File: config.mk
export PLATFORM = sky130hd
export DESIGN_NAME = dest_scoreboard_flat
export DESIGN_NICKNAME = d
export VERILOG_FILES = /design/src/rtl/dest_scoreboard_pkg.sv /design/src/rtl/dest_scoreboard_if.sv /design/src/rtl/dest_scoreboard_sb_counter.sv /design/src/rtl/dest_scoreboard.sv /design/src/flat_wrapper.sv
export SDC_FILE = /design/constraint.sdc
export NUM_CORES = 1
export LEC_CHECK = 0
export ABC_AREA = 1
export CAP_MARGIN = 15
export CELL_PAD_IN_SITES_DETAIL_PLACEMENT = 0
export CELL_PAD_IN_SITES_GLOBAL_PLACEMENT = 1
export CORE_UTILIZATION = 40
export DETAILED_ROUTE_END_ITERATION = 8
export MAX_ROUTING_LAYER = met4
export PLACE_DENSITY_LB_ADDON = 0.05
export SKIP_LAST_GASP = 1
export SYNTH_ARGS = -nofsm -noshare
export SYNTH_HDL_FRONTEND = slang
export SYNTH_HIERARCHICAL = 1
export SYNTH_SLANG_ARGS = --single-unit
File: constraint.sdc
create_clock -name clock -period 3.12 [get_ports clock]
set_clock_uncertainty 0.1 [all_clocks]
set_input_delay 0.78 -clock clock [delete_from_list [all_inputs] [get_ports clock]]
set_output_delay 0.78 -clock clock [all_outputs]
set_load 0.03 [all_outputs]
File: src/rtl/dest_scoreboard_pkg.sv
// Shared constants and types for the destination-register scoreboard.
// Register-file shape, well-known register indices, default counter width.
// Configuration macro used by the scoreboard: SCOREBOARD_BYPASS_EN.
package dest_scoreboard_pkg;
   localparam int NUM_REGS   = 32;
   localparam int REG_W      = 5;
   localparam int CNT_W      = 2;
   localparam logic [REG_W-1:0] REG_ZERO   = 5'd0;
   localparam logic [REG_W-1:0] REG_STATUS = 5'd30;
   localparam logic [REG_W-1:0] REG_RA     = 5'd31;

   typedef logic [REG_W-1:0] reg_idx_t;
endpackage

File: src/rtl/dest_scoreboard_if.sv
// Issue/retire/hazard bundle between decode and the destination scoreboard.
// master: decode side (drives issue, sources, retire; observes stall/ready/pending).
// slave : scoreboard side (the reverse).
interface dest_scoreboard_if #(
   parameter int NUM_REGS = dest_scoreboard_pkg::NUM_REGS
);
   import dest_scoreboard_pkg::*;

   logic                issue_valid;
   reg_idx_t            issue_rd;
   logic                issue_ready;
   reg_idx_t            rs1;
   reg_idx_t            rs2;
   logic                retire_valid;
   reg_idx_t            retire_rd;
   logic                stall;
   logic [NUM_REGS-1:0] pending;
   logic                underflow_err;

   modport master (
      output issue_valid, issue_rd, rs1, rs2, retire_valid, retire_rd,
      input  issue_ready, stall, pending, underflow_err
   );

   modport slave (
      input  issue_valid, issue_rd, rs1, rs2, retire_valid, retire_rd,
      output issue_ready, stall, pending, underflow_err
   );
endinterface

File: src/rtl/dest_scoreboard_sb_counter.sv
// sb_counter: saturating in-flight write counter for one register.
// Latency: count updates on the edge after inc/dec; at_max/is_zero are decoded from the flop.
// Ports: clock, reset (sync, active-high), inc, dec -> count, at_max, is_zero. No wrap either way.
module sb_counter
   import dest_scoreboard_pkg::*;
#(
   parameter int CNT_W = dest_scoreboard_pkg::CNT_W
) (
   input  logic             clock,
   input  logic             reset,
   input  logic             inc,
   input  logic             dec,
   output logic [CNT_W-1:0] count,
   output logic             at_max,
   output logic             is_zero
);
   logic [CNT_W-1:0] count_q;
   logic [CNT_W-1:0] count_d;

   assign count   = count_q;
   assign at_max  = (count_q == {CNT_W{1'b1}});
   assign is_zero = (count_q == '0);

   // Simultaneous inc and dec cancel; each direction saturates on its own.
   always_comb begin
      count_d = count_q;
      if (inc && !dec && !at_max) begin
         count_d = count_q + CNT_W'(1);
      end else if (dec && !inc && !is_zero) begin
         count_d = count_q - CNT_W'(1);
      end
   end

   always_ff @(posedge clock) begin
      if (reset) begin
         count_q <= '0;
      end else begin
         count_q <= count_d;
      end
   end
endmodule

File: src/rtl/dest_scoreboard.sv
// dest_scoreboard: per-register in-flight write counters producing RAW stall and issue_ready.
// Latency: stall/issue_ready combinational from state; accepted issue shows in pending/stall 1 cycle later.
// Backpressure: issue_ready drops on source hazard or destination counter full. Ports: clock, reset, sb (slave).
// SCOREBOARD_BYPASS_EN: a source being retired this cycle with count 1 does not stall (writeback forwarding).
module dest_scoreboard #(
   parameter int CNT_W    = dest_scoreboard_pkg::CNT_W,
   parameter int NUM_REGS = dest_scoreboard_pkg::NUM_REGS
) (
   input  logic              clock,
   input  logic              reset,
   dest_scoreboard_if.slave  sb
);
   import dest_scoreboard_pkg::*;

   logic [CNT_W-1:0]    count [NUM_REGS];
   logic [NUM_REGS-1:0] at_max;
   logic [NUM_REGS-1:0] is_zero;
   logic [NUM_REGS-1:0] inc_vec;
   logic [NUM_REGS-1:0] dec_vec;
   logic [NUM_REGS-1:0] pending;
   logic                rs1_busy;
   logic                rs2_busy;
   logic                stall;
   logic                issue_acc;
   logic                underflow_q;
   logic                underflow_d;

   // Register 0 is hard-wired empty: never counts, never hazards.
   assign count[0]   = '0;
   assign at_max[0]  = 1'b0;
   assign is_zero[0] = 1'b1;

   for (genvar i = 1; i < NUM_REGS; i++) begin : g_cnt
      sb_counter #(.CNT_W(CNT_W)) u_cnt (
         .clock   (clock),
         .reset   (reset),
         .inc     (inc_vec[i]),
         .dec     (dec_vec[i]),
         .count   (count[i]),
         .at_max  (at_max[i]),
         .is_zero (is_zero[i])
      );
   end

   always_comb begin
      rs1_busy = (sb.rs1 != REG_ZERO) && !is_zero[sb.rs1];
      rs2_busy = (sb.rs2 != REG_ZERO) && !is_zero[sb.rs2];
`ifdef SCOREBOARD_BYPASS_EN
      // The last outstanding write lands this cycle, so the value can be forwarded.
      if (sb.retire_valid && (sb.retire_rd == sb.rs1) && (count[sb.rs1] == CNT_W'(1))) begin
         rs1_busy = 1'b0;
      end
      if (sb.retire_valid && (sb.retire_rd == sb.rs2) && (count[sb.rs2] == CNT_W'(1))) begin
         rs2_busy = 1'b0;
      end
`endif
      stall = rs1_busy || rs2_busy;
   end

   assign sb.stall       = stall;
   assign sb.issue_ready = !stall && !at_max[sb.issue_rd];
   assign issue_acc      = sb.issue_valid && sb.issue_ready;

   // One-hot strobes; bit 0 masked so register 0 traffic is dropped.
   always_comb begin
      inc_vec = '0;
      dec_vec = '0;
      if (issue_acc) begin
         inc_vec = NUM_REGS'(1) << sb.issue_rd;
      end
      if (sb.retire_valid) begin
         dec_vec = NUM_REGS'(1) << sb.retire_rd;
      end
      inc_vec[0] = 1'b0;
      dec_vec[0] = 1'b0;
   end

   always_comb begin
      for (int i = 0; i < NUM_REGS; i++) begin
         pending[i] = (count[i] != '0);
      end
   end

   assign sb.pending = pending;

   // Sticky: a writeback with nothing outstanding means upstream lost track.
   always_comb begin
      underflow_d = underflow_q;
      if (sb.retire_valid && (sb.retire_rd != REG_ZERO) && is_zero[sb.retire_rd]) begin
         underflow_d = 1'b1;
      end
   end

   always_ff @(posedge clock) begin
      if (reset) begin
         underflow_q <= 1'b0;
      end else begin
         underflow_q <= underflow_d;
      end
   end

   assign sb.underflow_err = underflow_q;
endmodule

File: src/flat_wrapper.sv
// flat-port wrapper written by rule: the top's interface ports become plain ports
module dest_scoreboard_flat import dest_scoreboard_pkg::*;
#(
   parameter int CNT_W    = dest_scoreboard_pkg::CNT_W,
   parameter int NUM_REGS = dest_scoreboard_pkg::NUM_REGS
)
  (clock, reset, sb_issue_valid, sb_issue_rd, sb_rs1, sb_rs2, sb_retire_valid, sb_retire_rd, sb_issue_ready, sb_stall, sb_pending, sb_underflow_err);
  dest_scoreboard_if #(.NUM_REGS(NUM_REGS)) sb_i ();
  input  logic clock;
  input  logic reset;
  input wire logic [$bits(sb_i.issue_valid)-1:0] sb_issue_valid;
  input wire logic [$bits(sb_i.issue_rd)-1:0] sb_issue_rd;
  input wire logic [$bits(sb_i.rs1)-1:0] sb_rs1;
  input wire logic [$bits(sb_i.rs2)-1:0] sb_rs2;
  input wire logic [$bits(sb_i.retire_valid)-1:0] sb_retire_valid;
  input wire logic [$bits(sb_i.retire_rd)-1:0] sb_retire_rd;
  output wire logic [$bits(sb_i.issue_ready)-1:0] sb_issue_ready;
  output wire logic [$bits(sb_i.stall)-1:0] sb_stall;
  output wire logic [$bits(sb_i.pending)-1:0] sb_pending;
  output wire logic [$bits(sb_i.underflow_err)-1:0] sb_underflow_err;
  assign sb_i.issue_valid = sb_issue_valid;
  assign sb_i.issue_rd = sb_issue_rd;
  assign sb_i.rs1 = sb_rs1;
  assign sb_i.rs2 = sb_rs2;
  assign sb_i.retire_valid = sb_retire_valid;
  assign sb_i.retire_rd = sb_retire_rd;
  assign sb_issue_ready = sb_i.issue_ready;
  assign sb_stall = sb_i.stall;
  assign sb_pending = sb_i.pending;
  assign sb_underflow_err = sb_i.underflow_err;
  dest_scoreboard #(.CNT_W(CNT_W), .NUM_REGS(NUM_REGS)) u_core (.clock(clock), .reset(reset), .sb(sb_i));
endmodule
==> run summary <==
Avg WL per Cell = 13.7 um
Via density = 4.87
Core Box Area = 14600 um^2
Initial antenna violation count = 0
Synth Area per Inst = 5.42 um^2
Syn_nets = 1134
Synth Instances = 1110
GRT Residual Overflow = 0
Initial Utilization = 41.3%
Max-cap violations = 0
Drt first-iter violations = 411
Vias in the first global route = 6149
Antenna Nets Post-Route = 0
Register area share after synthesis = 21.0%
Total CTS buffers = 9
CP Launch Type = input pin
Final hold vios = 0
Most frequent cells in the layout = nand2_1 (240), inv_1 (235), nor2_1 (137)
Post-layout util = 51.3%
Worst Path Required = 2.24 ns
Most frequent CP cell = nand3_1
Root Buffer = clkbuf_16
Leakage = 3.68 nW
Cell area power density = 284 nW/um^2
CP max-delay cell = clkdlybuf4s50_1
Syn-to-layout area delta = 24.3%
Die ar. = 15500 um^2
Gpl congestion = 0.933
Finished Cell Area = 7480 um^2
Worst Hold Class = reg2reg
CP endpoint kind = primary output
Tcrit/Tclk final = 97.1%
Crit path cell chain = clkdlybuf4s50_1, clkinv_1, nand3_1, nand3_1, buf_4, a21oi_2, buf_6
First-pass GRT wire length = 30800 um
Peak supply drop = 0.351 mV
Final wirelength = 19300 um
Worst EP arrival = 2.15 ns
Max incr delay on CP = 0.51 ns
Final net count = 1247
I/O Buffers = 57
Die Height = 125 um
Total power = 2.12 mW
Clk Latency, worst-skew pair = 0.34 ns
FF+latch count, synth = 63
Mapped Area = 6020 um^2
Fmax = 330 MHz
Boundary pin count = 59
Die W = 125 um
GR Util met1 = 33.1%
Period minus WS final = 3.03 ns
Ant diodes = 0
Post-CTS Hold Buffers = 0
Initial DRT Pass Iterations = 7
Placed Area = 7170 um^2
CTS clk-pin slew, worst paths = 0.05 ns
Cell Rows = 44
Hpwl dp = 15500 um
CTS Sinks = 63
Outcome = finished clean
Worst Path Max Fanout = 4
Slew Limit Fails = 0
Residual DRC = 0
Worst R2R Setup Slack = 0.49 ns
Setup-failing EPs final = 0
Met3 GRT Util = 4.98%
Pin count of the biggest net entering global routing = 33
Top Usage Layer GRT = met2
Synth warn = 6
CTS tree = done
Leading cell type in the layout, fill and taps excluded = nand2_1
Vias post-DR = 6866
Worst setup path class = in2out
Total GRT Usage = 25.9%
Clk buf depth = 2
Met2 global-route usage = 40.0%
Share of cells above drive strength 1 = 17.1%
H-tree depth = 3
Netlist cell types = 27
==> critical path, delay by kind of cell <==
family / cells / cell delay [ns]
buf+inv: 4 / 0.96
simple gates: 2 / 0.25
compound gates: 1 / 0.15
==> power by group <==
| part | total (mW) | switching, mW | internal, mW |
|---|---|---|---|
| Sequential | 0.811 | 0.00221 | 0.808 |
| Combinational | 0.368 | 0.224 | 0.144 |
| Clock | 0.946 | 0.375 | 0.571 |
| Total | 2.12 | 0.601 | 1.52 |
==> kinds of logic (layout without fill, tap and decap cells) <==
logic type             count (synthesis)  in the layout  share of synthesized area, %
and+or+nand+nor                      638            638                          49.1
buffers and inverters                263            379                          17.3
AOI/OAI and AO/OA                    145            145                          12.6
DFF                                   63             63                          21.0
other                                  1              1                        0.0623
==> synth_stat cells <==
| cell type | n | area, um^2 |
|---|---|---|
| a21boi_1 | 1 | 7.51 |
| a21oi_1 | 100 | 500 |
| a22oi_1 | 5 | 37.5 |
| buf_2 | 9 | 45.0 |
| buf_4 | 3 | 22.5 |
| buf_6 | 3 | 33.8 |
| buf_8 | 1 | 15.0 |
| clkbuf_1 | 3 | 11.3 |
| clkinv_1 | 1 | 3.75 |
| conb_1 | 1 | 3.75 |
| dfxtp_1 | 63 | 1260 |
| inv_1 | 239 | 897 |
| inv_2 | 4 | 15.0 |
| nand2_1 | 241 | 905 |
| nand2_2 | 64 | 400 |
| nand3_1 | 131 | 656 |
| nand3_2 | 1 | 10.0 |
| nand4_1 | 12 | 75.1 |
| nand4_4 | 2 | 42.5 |
| nor2_1 | 143 | 537 |
| nor2_2 | 1 | 6.26 |
| nor2_4 | 11 | 124 |
| nor3_1 | 1 | 5.00 |
| o211ai_1 | 5 | 37.5 |
| o21a_1 | 1 | 7.51 |
| o21ai_0 | 33 | 165 |
| or2_2 | 31 | 194 |
==> worst paths after layout <==
check	cells past startpoint	from	to
worst max-delay path	7	sb_issue_rd[3]	sb_issue_ready
worst min-delay path	2	u_core/g_cnt[20].u_cnt/count[1]	u_core/g_cnt[20].u_cnt/count[1]
worst max register to register	18	u_core/g_cnt[5].u_cnt/count[0]	u_core/g_cnt[28].u_cnt/count[0]
worst min register to register	2	u_core/g_cnt[20].u_cnt/count[1]	u_core/g_cnt[20].u_cnt/count[1]
==> registers in the layout, indices dropped and copies added, names as in the netlist <==
register                  flops
u_core/sb.underflow_err       1
u_core/g_cnt.u_cnt/count     62
==> stage by stage <==
step / hold slack (ns) / instances / setup TNS (ns) / setup WS [ns]
2_1_floorplan: 0.370 / 1110 / 0 / 0.138
4_1_cts: 0.400 / 1407 / 0 / 0.00241
3_3_place_gp: 0.390 / 1392 / -7.43 / -0.338
5_1_grt: 0.420 / 1410 / -0.00556 / -0.00556
3_5_place_dp: 0.391 / 1392 / -6.58 / -0.346
6_report: 0.399 / 1410 / 0 / 0.0906
==> repair_timing <==
item                                    in CTS  in global routing
gates resized for setup                     35                  9
setup buffers                                0                  2
pin swaps                                    3                  2
cloned                                       1                  1
endpoints found under the setup margin       2                  2
==> per-layer routing <==
layer | part of all wire, % | routed length [um]
met5 | 0 | 0
met3 | 5.2 | 996
met2 | 44 | 8560
met4 | 3.1 | 607
met1 | 47 | 9110
==> cell type report <==
class	count	area (um^2)
fill	1670	7110
inverter	244	916
sequential	63	1260
clock inverter	1	5.00
multi-input combinational	784	3740
timing repair buffer	121	1070
tap	184	230
clock buffer	13	260
Note: power is estimated with default switching activity, not from simulation.
